`config.mk`:
```
export PLATFORM = sky130hd
export DESIGN_NAME = mem_access_unit
export DESIGN_NICKNAME = d
export VERILOG_FILES = /design/src/rtl/mem_access_unit.sv
export SDC_FILE = /design/constraint.sdc
export NUM_CORES = 1
export LEC_CHECK = 0
export CORE_MARGIN = 2
export CORE_UTILIZATION = 42
export DETAILED_ROUTE_END_ITERATION = 6
export PLACE_DENSITY = 0.87
export SETUP_SLACK_MARGIN = 0.15
export SYNTH_ARGS = -nofsm -noshare
export SYNTH_HDL_FRONTEND = slang
export SYNTH_SLANG_ARGS = --single-unit
export TNS_END_PERCENT = 10
```
`constraint.sdc`:
```
create_clock -name clk -period 6.3 [get_ports clk]
set_input_delay 1.26 -clock clk [delete_from_list [all_inputs] [get_ports clk]]
set_output_delay 1.26 -clock clk [all_outputs]
set_load 0.05 [all_outputs]
```
`src/rtl/mem_access_unit.sv`:
```
// Memory-stage dbus controller: one op at a time, min latency 2 cycles (bus) / 1 (non-memory);
// dreq held until addr_ok, result held until out_ready. MEM_ACCESS_PERF_EN adds perf counters.
module mem_access_unit #(
  parameter int XLEN = 64
`ifdef MEM_ACCESS_PERF_EN
  , parameter int CNT_W = 32
`endif
) (
  input  logic            clk,
  input  logic            reset,
  input  logic            in_valid,
  output logic            in_ready,
  input  logic            in_load,
  input  logic            in_store,
  input  logic [1:0]      in_size,
  input  logic            in_unsigned,
  input  logic [XLEN-1:0] in_addr,
  input  logic [XLEN-1:0] in_wdata,
  output logic            dreq_valid,
  output logic [XLEN-1:0] dreq_addr,
  output logic [2:0]      dreq_size,
  output logic [7:0]      dreq_strobe,
  output logic [XLEN-1:0] dreq_data,
  input  logic            dresp_addr_ok,
  input  logic            dresp_data_ok,
  input  logic [XLEN-1:0] dresp_data,
  output logic            out_valid,
  input  logic            out_ready,
  output logic [XLEN-1:0] out_rdata,
  output logic            out_misalign,
  output logic            stall
`ifdef MEM_ACCESS_PERF_EN
  ,
  output logic [CNT_W-1:0] perf_loads,
  output logic [CNT_W-1:0] perf_stores,
  output logic [CNT_W-1:0] perf_stall_cycles
`endif
);

  typedef enum logic [1:0] {IDLE, REQ, WAIT, RESP} state_e;

  state_e          state_q, state_d;
  logic [XLEN-1:0] addr_q, addr_d, wdata_q, wdata_d, rdata_q, rdata_d;
  logic [1:0]      size_q, size_d;
  logic            uns_q, uns_d, load_q, load_d, store_q, store_d, misalign_q, misalign_d;

  logic [2:0]      off;
  logic [XLEN-1:0] rsh, rext;
  logic [7:0]      strobe_base;
  logic            in_misalign, capture;

  assign off = addr_q[2:0];

  always_comb begin
    in_misalign = 1'b0;
    case (in_size)
      2'd1:    in_misalign = in_addr[0];
      2'd2:    in_misalign = |in_addr[1:0];
      2'd3:    in_misalign = |in_addr[2:0];
      default: in_misalign = 1'b0;
    endcase
  end

  // Lane select then extend; in_unsigned is irrelevant for dword.
  always_comb begin
    rsh = dresp_data >> {off, 3'b000};
    case (size_q)
      2'd0:    rext = uns_q ? {{(XLEN-8){1'b0}}, rsh[7:0]}   : {{(XLEN-8){rsh[7]}}, rsh[7:0]};
      2'd1:    rext = uns_q ? {{(XLEN-16){1'b0}}, rsh[15:0]} : {{(XLEN-16){rsh[15]}}, rsh[15:0]};
      2'd2:    rext = uns_q ? {{(XLEN-32){1'b0}}, rsh[31:0]} : {{(XLEN-32){rsh[31]}}, rsh[31:0]};
      default: rext = rsh;
    endcase
  end

  always_comb begin
    case (size_q)
      2'd0:    strobe_base = 8'h01;
      2'd1:    strobe_base = 8'h03;
      2'd2:    strobe_base = 8'h0F;
      default: strobe_base = 8'hFF;
    endcase
  end

  always_comb begin
    state_d    = state_q;
    addr_d     = addr_q;
    wdata_d    = wdata_q;
    rdata_d    = rdata_q;
    size_d     = size_q;
    uns_d      = uns_q;
    load_d     = load_q;
    store_d    = store_q;
    misalign_d = misalign_q;
    capture    = 1'b0;
    case (state_q)
      IDLE: begin
        if (in_valid) begin
          addr_d     = in_addr;
          wdata_d    = in_wdata;
          size_d     = in_size;
          uns_d      = in_unsigned;
          load_d     = in_load;
          store_d    = in_store;
          rdata_d    = '0;
          misalign_d = (in_load | in_store) & in_misalign;
          state_d    = ((in_load | in_store) && !in_misalign) ? REQ : RESP;
        end
      end
      // A data_ok without addr_ok is not a legal bus response and is ignored here.
      REQ: begin
        if (dresp_addr_ok) begin
          if (dresp_data_ok) begin
            capture = 1'b1;
            state_d = RESP;
          end else begin
            state_d = WAIT;
          end
        end
      end
      WAIT: begin
        if (dresp_data_ok) begin
          capture = 1'b1;
          state_d = RESP;
        end
      end
      RESP: begin
        if (out_ready) state_d = IDLE;
      end
      default: state_d = IDLE;
    endcase
    if (capture) rdata_d = load_q ? rext : '0;
  end

  always_ff @(posedge clk or posedge reset) begin
    if (reset) begin
      state_q    <= IDLE;
      addr_q     <= '0;
      wdata_q    <= '0;
      rdata_q    <= '0;
      size_q     <= '0;
      uns_q      <= 1'b0;
      load_q     <= 1'b0;
      store_q    <= 1'b0;
      misalign_q <= 1'b0;
    end else begin
      state_q    <= state_d;
      addr_q     <= addr_d;
      wdata_q    <= wdata_d;
      rdata_q    <= rdata_d;
      size_q     <= size_d;
      uns_q      <= uns_d;
      load_q     <= load_d;
      store_q    <= store_d;
      misalign_q <= misalign_d;
    end
  end

  assign in_ready     = (state_q == IDLE);
  assign stall        = (state_q != IDLE);
  assign dreq_valid   = (state_q == REQ);
  assign dreq_addr    = addr_q;
  assign dreq_size    = {1'b0, size_q};
  assign dreq_strobe  = store_q ? (strobe_base << off) : 8'h00;
  assign dreq_data    = wdata_q << {off, 3'b000};
  assign out_valid    = (state_q == RESP);
  assign out_rdata    = out_valid ? rdata_q : '0;
  assign out_misalign = out_valid & misalign_q;

`ifdef MEM_ACCESS_PERF_EN
  logic [CNT_W-1:0] loads_q, loads_d, stores_q, stores_d, stalls_q, stalls_d;

  // Saturating: counters stick at all-ones rather than wrapping.
  always_comb begin
    loads_d  = loads_q;
    stores_d = stores_q;
    stalls_d = stalls_q;
    if (capture && load_q && (loads_q != '1))   loads_d  = loads_q + CNT_W'(1);
    if (capture && store_q && (stores_q != '1)) stores_d = stores_q + CNT_W'(1);
    if (stall && (stalls_q != '1))              stalls_d = stalls_q + CNT_W'(1);
  end

  always_ff @(posedge clk or posedge reset) begin
    if (reset) begin
      loads_q  <= '0;
      stores_q <= '0;
      stalls_q <= '0;
    end else begin
      loads_q  <= loads_d;
      stores_q <= stores_d;
      stalls_q <= stalls_d;
    end
  end

  assign perf_loads        = loads_q;
  assign perf_stores       = stores_q;
  assign perf_stall_cycles = stalls_q;
`endif

endmodule

```
==> results of run 1 <==
[worst max-delay path by stage]
stage	start	end	slack (ps)	depth (start not counted)
global placement	dreq_addr[0]$_DFFE_PP0P_	dreq_data[50]	1700	4
CTS	dreq_addr[0]$_DFFE_PP0P_	dreq_data[51]	1170	4
global route	dreq_addr[0]$_DFFE_PP0P_	dreq_data[50]	1010	4
finish	dreq_addr[0]$_DFFE_PP0P_	dreq_data[51]	1150	4
floorplan	dreq_addr[1]$_DFFE_PP0P_	dreq_data[24]	1840	7
detailed placement	dreq_addr[0]$_DFFE_PP0P_	dreq_data[51]	1670	4
[metrics by stage]
step                      worst slack, ps  instance area (sq um)   util
after CTS                            1170                  17000  0.595
after global routing                 1010                  17000  0.595
after floorplan                      1840                  12100      -
after global placement               1700                  16400  0.574
final                                1150                  17000  0.595
after detailed placement             1670                  16400  0.574
[flip-flops by register name, indices dropped and copies added (netlist names)]
signal / cells
dreq_addr: 64
load_q: 1
misalign_q: 1
rdata_q: 64
size_q: 2
state_q: 2
store_q: 1
uns_q: 1
wdata_q: 64
[kinds of logic after synthesis]
logic type,Yosys count,synth area share
AOI/OAI and AO/OA,265,0.138
DFF,200,0.414
muxes,307,0.284
buffers and inverters,120,0.0425
adders and majority gates,4,0.00414
and+or+nand+nor,290,0.118
other,1,0.000310
[layer usage]
layer  share of wire  wire length (um)  GRT usage
met1            0.39             17100      0.346
met2            0.50             22000      0.495
met3           0.083              3670     0.0774
met4           0.030              1350     0.0931
met5          0.0010                45          0
[cell usage after synthesis, drive strengths merged (3+ instances only)]
cell type / count
nand3: 10
buf: 43
dfrtp: 200
o211ai: 4
nand3b: 9
a211o: 12
o22ai: 33
nor2: 62
clkbuf: 64
o32a: 4
mux4: 13
inv: 13
nor2b: 14
ha: 4
a211oi: 20
a22oi: 11
nand2b: 12
o21ai: 101
nand2: 95
a21oi: 50
nor3: 3
o21a: 7
mux2: 157
mux2i: 137
and2: 77
o31ai: 15
[critical path, delay by kind of cell (launching register included)]
kind,cells,cell delay [ps]
buffers and inverters,1,850
DFF,1,1000
muxes,1,250
and+or+nand+nor,1,1090
AOI/OAI and AO/OA,1,250
[power breakdown]
group	switching, uW	internal [uW]
clock network	561	603
logic	4540	2710
registers	751	1900
[cell type report]
| class | count | area share |
|---|---|---|
| multi-input combinational | 867 | 0.389 |
| timing repair buffer | 423 | 0.248 |
| inverter | 13 | 0.00309 |
| antenna | 2 | 0.000295 |
| clock buffer | 17 | 0.0250 |
| sequential | 200 | 0.295 |
| tap | 384 | 0.0283 |
| clock inverter | 14 | 0.0108 |
==> metrics.md, run 1 <==
| Metric | Value |
|---|---|
| Slowest-stage cell, CP | `nor2b_2` |
| Gate count after technology mapping | `1187` |
| Top cells by area, synth | `dfrtp_1 41%, mux2_2 15%, mux2i_1 11%, o21ai_0 4.1%, and2_1 4.0%` |
| Setup TNS | `0 ps` |
| Initial antenna violation count | `6` |
| Hold buffer count at cts | `0` |
| Crit Reg-Reg Endpoint | `rdata_q[53]$_DFFE_PP0P_` |
| I/O Pins | `411` |
| Pwr Density | `651 nW/um^2` |
| Outcome | `completed` |
| Aggregate global-route resource usage | `0.286` |
| CP Capture Type | `output pin` |
| Min-delay src | `rdata_q[0]$_DFFE_PP0P_` |
| Unrepaired setup endpoints after global routing | `false` |
| FF-to-FF path depth | `5` |
| Port bufs | `409` |
| Area of the multi-input gates | `6610 sq um` |
| Syn_nets | `1394` |
| FMAX | `194 MHz` |
| Slew Limit Fails | `0` |
| Die Height | `174 um` |
| Hold endpoint | `rdata_q[0]$_DFFE_PP0P_` |
| Crit path DAT | `3890 ps` |
| Max Clock Skew | `10.5 ps` |
| Synth Register Bits | `200` |
| DRT iter0 DRCs | `1057` |
| Fillers | `2397` |
| Seq/Total Area, Yosys | `0.414` |
| DRC | `0` |
| Hold path depth | `2` |
| Starting Density | `0.424` |
| Kind of critical path | `reg -> out` |
| CTS root buf | `clkbuf_16` |
| Post-DRT Antenna Nets | `0` |
| Reg2Reg Setup Slack | `2580 ps` |
| Hold crit path type | `reg -> reg` |
| Site Rows | `62` |
| Clock latency on the worst-skew pair | `450 ps` |
| Post-CTS Setup Repair Bufs | `0` |
| # setup viols final | `0` |
| Placed cell count | `1887` |
| TritonCTS clock tree | `done` |
| Distinct cells, synth | `46` |
| Ys flop type | `dfrtp_1` |
| Syn avg cell area | `10.2 sq um` |
| Fin crit share | `0.817` |
| Number of global-route vias before repair | `11000` |
| First-pass GRT wire length | `66500 um` |
| Synthesis Warnings | `0` |
| Gp weighted congestion | `0.911` |
| Worst Max-Slew Pin Slew | `1190 ps` |
| Leak pwr | `0.00713 uW` |
| Post-synth top area share | `0.414` |
| Max FO, Critical Path | `83` |
| 1st-pass router iterations | `5` |
| DIE WIDTH | `174 um` |
| Most frequent cells in the layout | `409 x clkdlybuf4s50_1, 197 x dfrtp_1, 157 x mux2_2` |
| Rel. slew slack | `0.204` |
| CTS H-tree depth | `4` |
| Cells along the critical path | `nor2b_2, a21oi_1, mux2i_1, clkdlybuf4s50_1` |
| CTS Buf Count | `17` |
| Die area | `30200 sq um` |
| Wirelength per Cell | `23.0 um` |
| Area growth syn-to-layout | `40.4%` |
| Final hold slack | `480 ps` |
| Core area | `28500 sq um` |
| Fin cells | `1920` |
| Async set or reset register ratio after synthesis | `1.00` |
| Synth area leader | `dfrtp_1` |
| Gr ovfl total | `0` |
| Mapped Area | `12100 sq um` |
| Layout cell share with drive strength beyond 1 | `0.157` |
| Max VDD drop | `0.000750 V` |
| Total Power | `11100 uW` |
| Via/cell ratio | `5.69` |
| DP HPWL | `31800 um` |
| Sequential cell area | `5020 sq um` |
| Post_cts resized | `0` |
| Final hold vios | `0` |
| Commonest non-fill, non-tap cell in the layout | `clkdlybuf4s50_1` |
| EDFF count, synth | `0` |
| Clock sink count | `200` |
| Crit start category | `flop` |
| Final min period | `5150 ps` |
| Max cap viols | `0` |
| Fin nets | `1729` |
| Number of buffers on the longest clock path | `2` |
| Detailed Route WL | `44100 um` |
| Largest net degree at the start of global routing | `178` |
| Req. time, crit path | `5040 ps` |
| Worst-path clk slew | `80 ps` |
| R2r startpoint | `dreq_addr[0]$_DFFE_PP0P_` |
| Max incr delay on CP | `1090 ps` |
| Detailed-route via count | `10900` |
Note: power is estimated with default switching activity, not from simulation.
==> inputs of run 2 (changes only) <==
- CORE_UTILIZATION: 42 -> 47
- PLACE_DENSITY: 0.87 -> 0.91
- clock period: 6.3 -> 5.3 ns (I/O delays scaled with it)
==> run 2 against run 1 <==
Compared with the run above: via count up 0.96%; the run now ends with DRC left; critical path depth rose by 1; hold slack is essentially flat; largest cell class unchanged; cell area about the same; critical endpoint is now dreq_data[59]; clock skew up 1.5 ps.
==> metrics.md, run 2 (same netlist as run 1, synthesis figures left out) <==
| Metric | Value |
|---|---|
| Port bufs | `409` |
| Critical path destination | `dreq_data[59]` |
| Number of buffers on the longest clock path | `2` |
| Sequential power share | `0.224` |
| Initial antenna violation count | `4` |
| Site Rows | `58` |
| FMAX | `228 MHz` |
| Hold crit path type | `reg -> reg` |
| Leak pwr | `0.00717 uW` |
| TritonCTS clock tree | `done` |
| CTS Buf Count | `17` |
| Via/cell ratio | `5.90` |
| Max VDD drop | `0.00117 V` |
| FF-to-FF path depth | `6` |
| DRC | `2` |
| Layout cell share with drive strength beyond 1 | `0.160` |
| Post-CTS Setup Repair Bufs | `0` |
| 1st-pass router iterations | `7` |
| Commonest non-fill, non-tap cell in the layout | `clkdlybuf4s50_1` |
| CTS H-tree depth | `4` |
| CP Capture Type | `output pin` |
| CTS root buf | `clkbuf_16` |
| DRT iter0 DRCs | `898` |
| Final core occ | `0.673` |
| Reg2Reg Setup Slack | `1660 ps` |
| Unrepaired setup endpoints after global routing | `false` |
| Die area | `27000 sq um` |
| First-pass GRT wire length | `63900 um` |
| Fin crit share | `0.828` |
| Crit start category | `flop` |
| R2r startpoint | `dreq_addr[1]$_DFFE_PP0P_` |
| Most frequent cells in the layout | `409 x clkdlybuf4s50_1, 197 x dfrtp_1, 157 x mux2_2` |
| Pwr Density | `777 nW/um^2` |
| Internal power | `6190 uW` |
| Worst Max-Slew Pin Slew | `1200 ps` |
| Switching Power | `7010 uW` |
| Hold buffer count at cts | `0` |
| # setup viols final | `0` |
| Detailed-route via count | `11000` |
| DIE WIDTH | `164 um` |
| Crit Reg-Reg Endpoint | `rdata_q[44]$_DFFE_PP0P_` |
| Clock sink count | `200` |
| Clock latency on the worst-skew pair | `440 ps` |
| Area growth syn-to-layout | `40.5%` |
| Number of global-route vias before repair | `11100` |
| Detailed Route WL | `43100 um` |
| Worst Setup SP | `dreq_addr[1]$_DFFE_PP0P_` |
| I/O Pins | `411` |
| Clock Power Share | `0.109` |
| Final min period | `4390 ps` |
| Aggregate global-route resource usage | `0.310` |
| DP HPWL | `31900 um` |
| Post-DRT Antenna Nets | `0` |
| Starting Density | `0.479` |
| Max Clock Skew | `12.0 ps` |
| Setup TNS | `0 ps` |
| Outcome | `finished, violations left` |
| Rel. slew slack | `0.203` |
| Max FO, Critical Path | `45` |
| Final hold vios | `0` |
| Post_cts resized | `0` |
| Wirelength per Cell | `23.0 um` |
| Req. time, crit path | `4240 ps` |
| Gp weighted congestion | `0.950` |
| Slew Limit Fails | `0` |
| Gr ovfl total | `0` |
| Sw Ratio | `0.531` |
| Worst-path clk slew | `80 ps` |
| Largest net degree at the start of global routing | `99` |
| Fin nets | `1733` |
| Kind of critical path | `reg -> out` |
| Failing checks | `DRC` |
| Crit path DAT | `3330 ps` |
| Die Height | `164 um` |
| Max cap viols | `0` |
| Comb pwr share | `0.667` |
| Core area | `25300 sq um` |
run 2: per-stage QoR:
stage                     std cells  hold slack (ps)  area [sq um]  setup slack (ps)  power (uW)
final                          1871              480         17000               910       13200
after floorplan                1187              441         12100              1040        8960
after global routing           1870              500         17000               769       13800
after CTS                      1869              483         17000               942       13200
after detailed placement       1837              464         16300              1410       11700
after global placement         1837              454         16300              1410       11500
run 2: layer usage:
layer | global-route usage | wire length (um) | vias up
li1 | - | - | 4916
met1 | 0.366 | 16000 | 5365
met2 | 0.537 | 21500 | 625
met3 | 0.0741 | 3730 | 124
met4 | 0.139 | 1820 | 4
met5 | 0 | 26 | -
run 2: power groups by stage:
stage	logic, uW	clock network (uW)	registers, uW
after floorplan	5410	0	3550
after global placement	8600	0	2920
after detailed placement	8730	0	2970
after CTS	8780	1450	2940
after global routing	9240	1520	3030
final	8810	1440	2960
run 2: layout make-up:
class,count,area (sq um)
clock buffer,17,425
clock inverter,15,223
fill,1963,8250
tap,330,413
inverter,13,52.6
timing repair buffer,427,4250
multi-input combinational,867,6610
sequential,200,5020
antenna,2,5.00
run 2: worst min-delay path by stage:
stage | from | end | slack (ps) | cells past startpoint
3_5_place_dp | rdata_q[43]$_DFFE_PP0P_ | rdata_q[43]$_DFFE_PP0P_ | 460 | 2
6_report | rdata_q[2]$_DFFE_PP0P_ | rdata_q[2]$_DFFE_PP0P_ | 480 | 2
4_1_cts | rdata_q[43]$_DFFE_PP0P_ | rdata_q[43]$_DFFE_PP0P_ | 480 | 2
2_1_floorplan | rdata_q[43]$_DFFE_PP0P_ | rdata_q[43]$_DFFE_PP0P_ | 440 | 2
3_3_place_gp | rdata_q[5]$_DFFE_PP0P_ | rdata_q[5]$_DFFE_PP0P_ | 450 | 2
5_1_grt | rdata_q[27]$_DFFE_PP0P_ | rdata_q[27]$_DFFE_PP0P_ | 500 | 1
run 2: critical path, stage by stage (launching register included):
cell and delay, ps:
dfrtp_4 680, buf_4 550, mux2_2 270, a21oi_1 60, o21ai_0 390, clkdlybuf4s50_1 900
==> inputs of run 3 (changes only) <==
- clock period: 5.3 -> 4.5 ns (I/O delays scaled with it)
==> run 3 against run 2 <==
Compared with the run above: the run now ends clean; sequential power grew 23%; clock-buffer cell count is the same; die area is the same; total power grew 17%; non-clock buffer count grew 7; cell count grew 0.43%; hold slack gained 2.8 ps; clock power grew 16%; register-to-register slack lost 630 ps; combinational power grew 16%.
==> metrics.md, run 3 (same netlist as run 1, synthesis figures left out) <==
| Metric | Value |
|---|---|
| Max FO, Critical Path | `60` |
| Clock sink count | `200` |
| DP HPWL | `31600 um` |
| Placed cell area | `16400 sq um` |
| 1st-pass router iterations | `6` |
| Max cap viols | `0` |
| Area growth syn-to-layout | `40.8%` |
| # setup viols final | `0` |
| Comb pwr share | `0.658` |
| Max incr delay on CP | `960 ps` |
| Post-CTS Setup Repair Bufs | `0` |
| Final min period | `4060 ps` |
| Core area | `25300 sq um` |
| Post_cts resized | `0` |
| Rel. slew slack | `0.345` |
| Worst-path clk slew | `80 ps` |
| DRT iter0 DRCs | `904` |
| Fin crit share | `0.903` |
| Req. time, crit path | `3600 ps` |
| Fin nets | `1740` |
| I/O Pins | `411` |
| Unrepaired setup endpoints after global routing | `false` |
| Outcome | `completed` |
| Detailed-route via count | `11000` |
| Total Power | `15500 uW` |
| Fin cells | `1879` |
| Final std cell area, no fill | `17000 sq um` |
| WP buf/inv | `2` |
| Detailed Route WL | `42400 um` |
| Aggregate global-route resource usage | `0.306` |
| Site Rows | `58` |
| TritonCTS clock tree | `done` |
| Port bufs | `409` |
| Max Clock Skew | `16.2 ps` |
| Slowest-stage cell, CP | `dfrtp_4` |
| Hold crit path type | `reg -> reg` |
| Sw Ratio | `0.532` |
| Worst Max-Slew Pin Slew | `982 ps` |
| Clock latency on the worst-skew pair | `450 ps` |
| Via/cell ratio | `5.84` |
| CTS root buf | `clkbuf_16` |
| Sequential cell area | `5020 sq um` |
| Pre-CTS setup slack | `767 ps` |
| Placed cell count | `1844` |
| DIE WIDTH | `164 um` |
| CTS H-tree depth | `4` |
| Number of global-route vias before repair | `10900` |
| Slew Limit Fails | `0` |
| Die Height | `164 um` |
| Max VDD drop | `0.00103 V` |
| Crit start category | `flop` |
| DRC | `0` |
| Area of the multi-input gates | `6610 sq um` |
| Initial antenna violation count | `2` |
| Most frequent cells in the layout | `394 x clkdlybuf4s50_1, 197 x dfrtp_1, 157 x mux2_2` |
| Wirelength per Cell | `22.5 um` |
| Starting Density | `0.479` |
| Fillers | `1925` |
| Worst setup margin | `437 ps` |
| Die area | `27000 sq um` |
| Hold buffer count at cts | `0` |
| Commonest non-fill, non-tap cell in the layout | `clkdlybuf4s50_1` |
| FMAX | `246 MHz` |
| Largest net degree at the start of global routing | `71` |
| Internal power | `7240 uW` |
| Sequential power share | `0.234` |
| Clock Power Share | `0.108` |
| Gp weighted congestion | `0.922` |
| Number of buffers on the longest clock path | `2` |
| CP Capture Type | `output pin` |
| First-pass GRT wire length | `62900 um` |
| Gr ovfl total | `0` |
| CTS Buf Count | `17` |
| Leak pwr | `0.00723 uW` |
| Cells along the critical path | `buf_4, mux2i_1, nor2_1, a21oi_1, mux2i_1, clkdlybuf4s50_1` |
| Layout cell share with drive strength beyond 1 | `0.174` |
| Pwr Density | `908 nW/um^2` |
| Crit path DAT | `3160 ps` |
| Switching Power | `8230 uW` |
| Final hold vios | `0` |
| Setup TNS | `0 ps` |
| Family with the most delay on the worst path | `buffers and inverters` |
| Kind of critical path | `reg -> out` |
| CP dominant cell by count | `mux2i_1` |
| Post-DRT Antenna Nets | `0` |
run 3: cell type report:
type,count,share of cell area
sequential,200,0.294
inverter,13,0.00308
multi-input combinational,867,0.388
clock buffer,17,0.0250
tap,330,0.0242
clock inverter,15,0.0130
antenna,3,0.000440
timing repair buffer,434,0.252
run 3: worst reg2reg max path, stage by stage (launching register included):
cell     delay, ps
dfrtp_4        960
buf_4          500
mux2i_1        190
mux4_2         530
or4b_4         520
o211a_2        350
o31ai_1        330
run 3: power groups by stage:
| stage | clock [uW] | combinational [uW] | sequential, uW |
|---|---|---|---|
| floorplan | 0 | 6370 | 4180 |
| global placement | 0 | 9980 | 3570 |
| detailed placement | 0 | 10100 | 3630 |
| CTS | 1690 | 10200 | 3600 |
| global route | 1760 | 10700 | 3740 |
| finish | 1670 | 10200 | 3630 |
run 3: path summary, 6_finish.rpt:
| path | start | endpoint | slack, ps | depth (start not counted) |
|---|---|---|---|---|
| min in group asynchronous | reset | state_q[0]$_DFFE_PP0P_ | 850 | 2 |
| min reg2reg | rdata_q[54]$_DFFE_PP0P_ | rdata_q[54]$_DFFE_PP0P_ | 480 | 2 |
| max in group asynchronous | reset | rdata_q[9]$_DFFE_PP0P_ | 2840 | 3 |
| max | dreq_addr[1]$_DFFE_PP0P_ | dreq_data[48] | 440 | 6 |
| max reg2reg | dreq_addr[1]$_DFFE_PP0P_ | rdata_q[43]$_DFFE_PP0P_ | 1030 | 6 |
| min | rdata_q[54]$_DFFE_PP0P_ | rdata_q[54]$_DFFE_PP0P_ | 480 | 2 |
run 3: metrics by stage:
step	hold slack, ps	util
floorplan	441	-
global placement	455	0.649
detailed placement	465	0.649
CTS	485	0.674
global route	507	0.675
finish	483	0.675
run 3: per-layer routing:
metal  vias up  GRT usage  wire length [um]
met1      5374      0.367             15900
met4         2      0.109              1560
met2       576      0.538             21300
met3        83     0.0691              3540
met5         -          0                13
li1       4934          -                 -
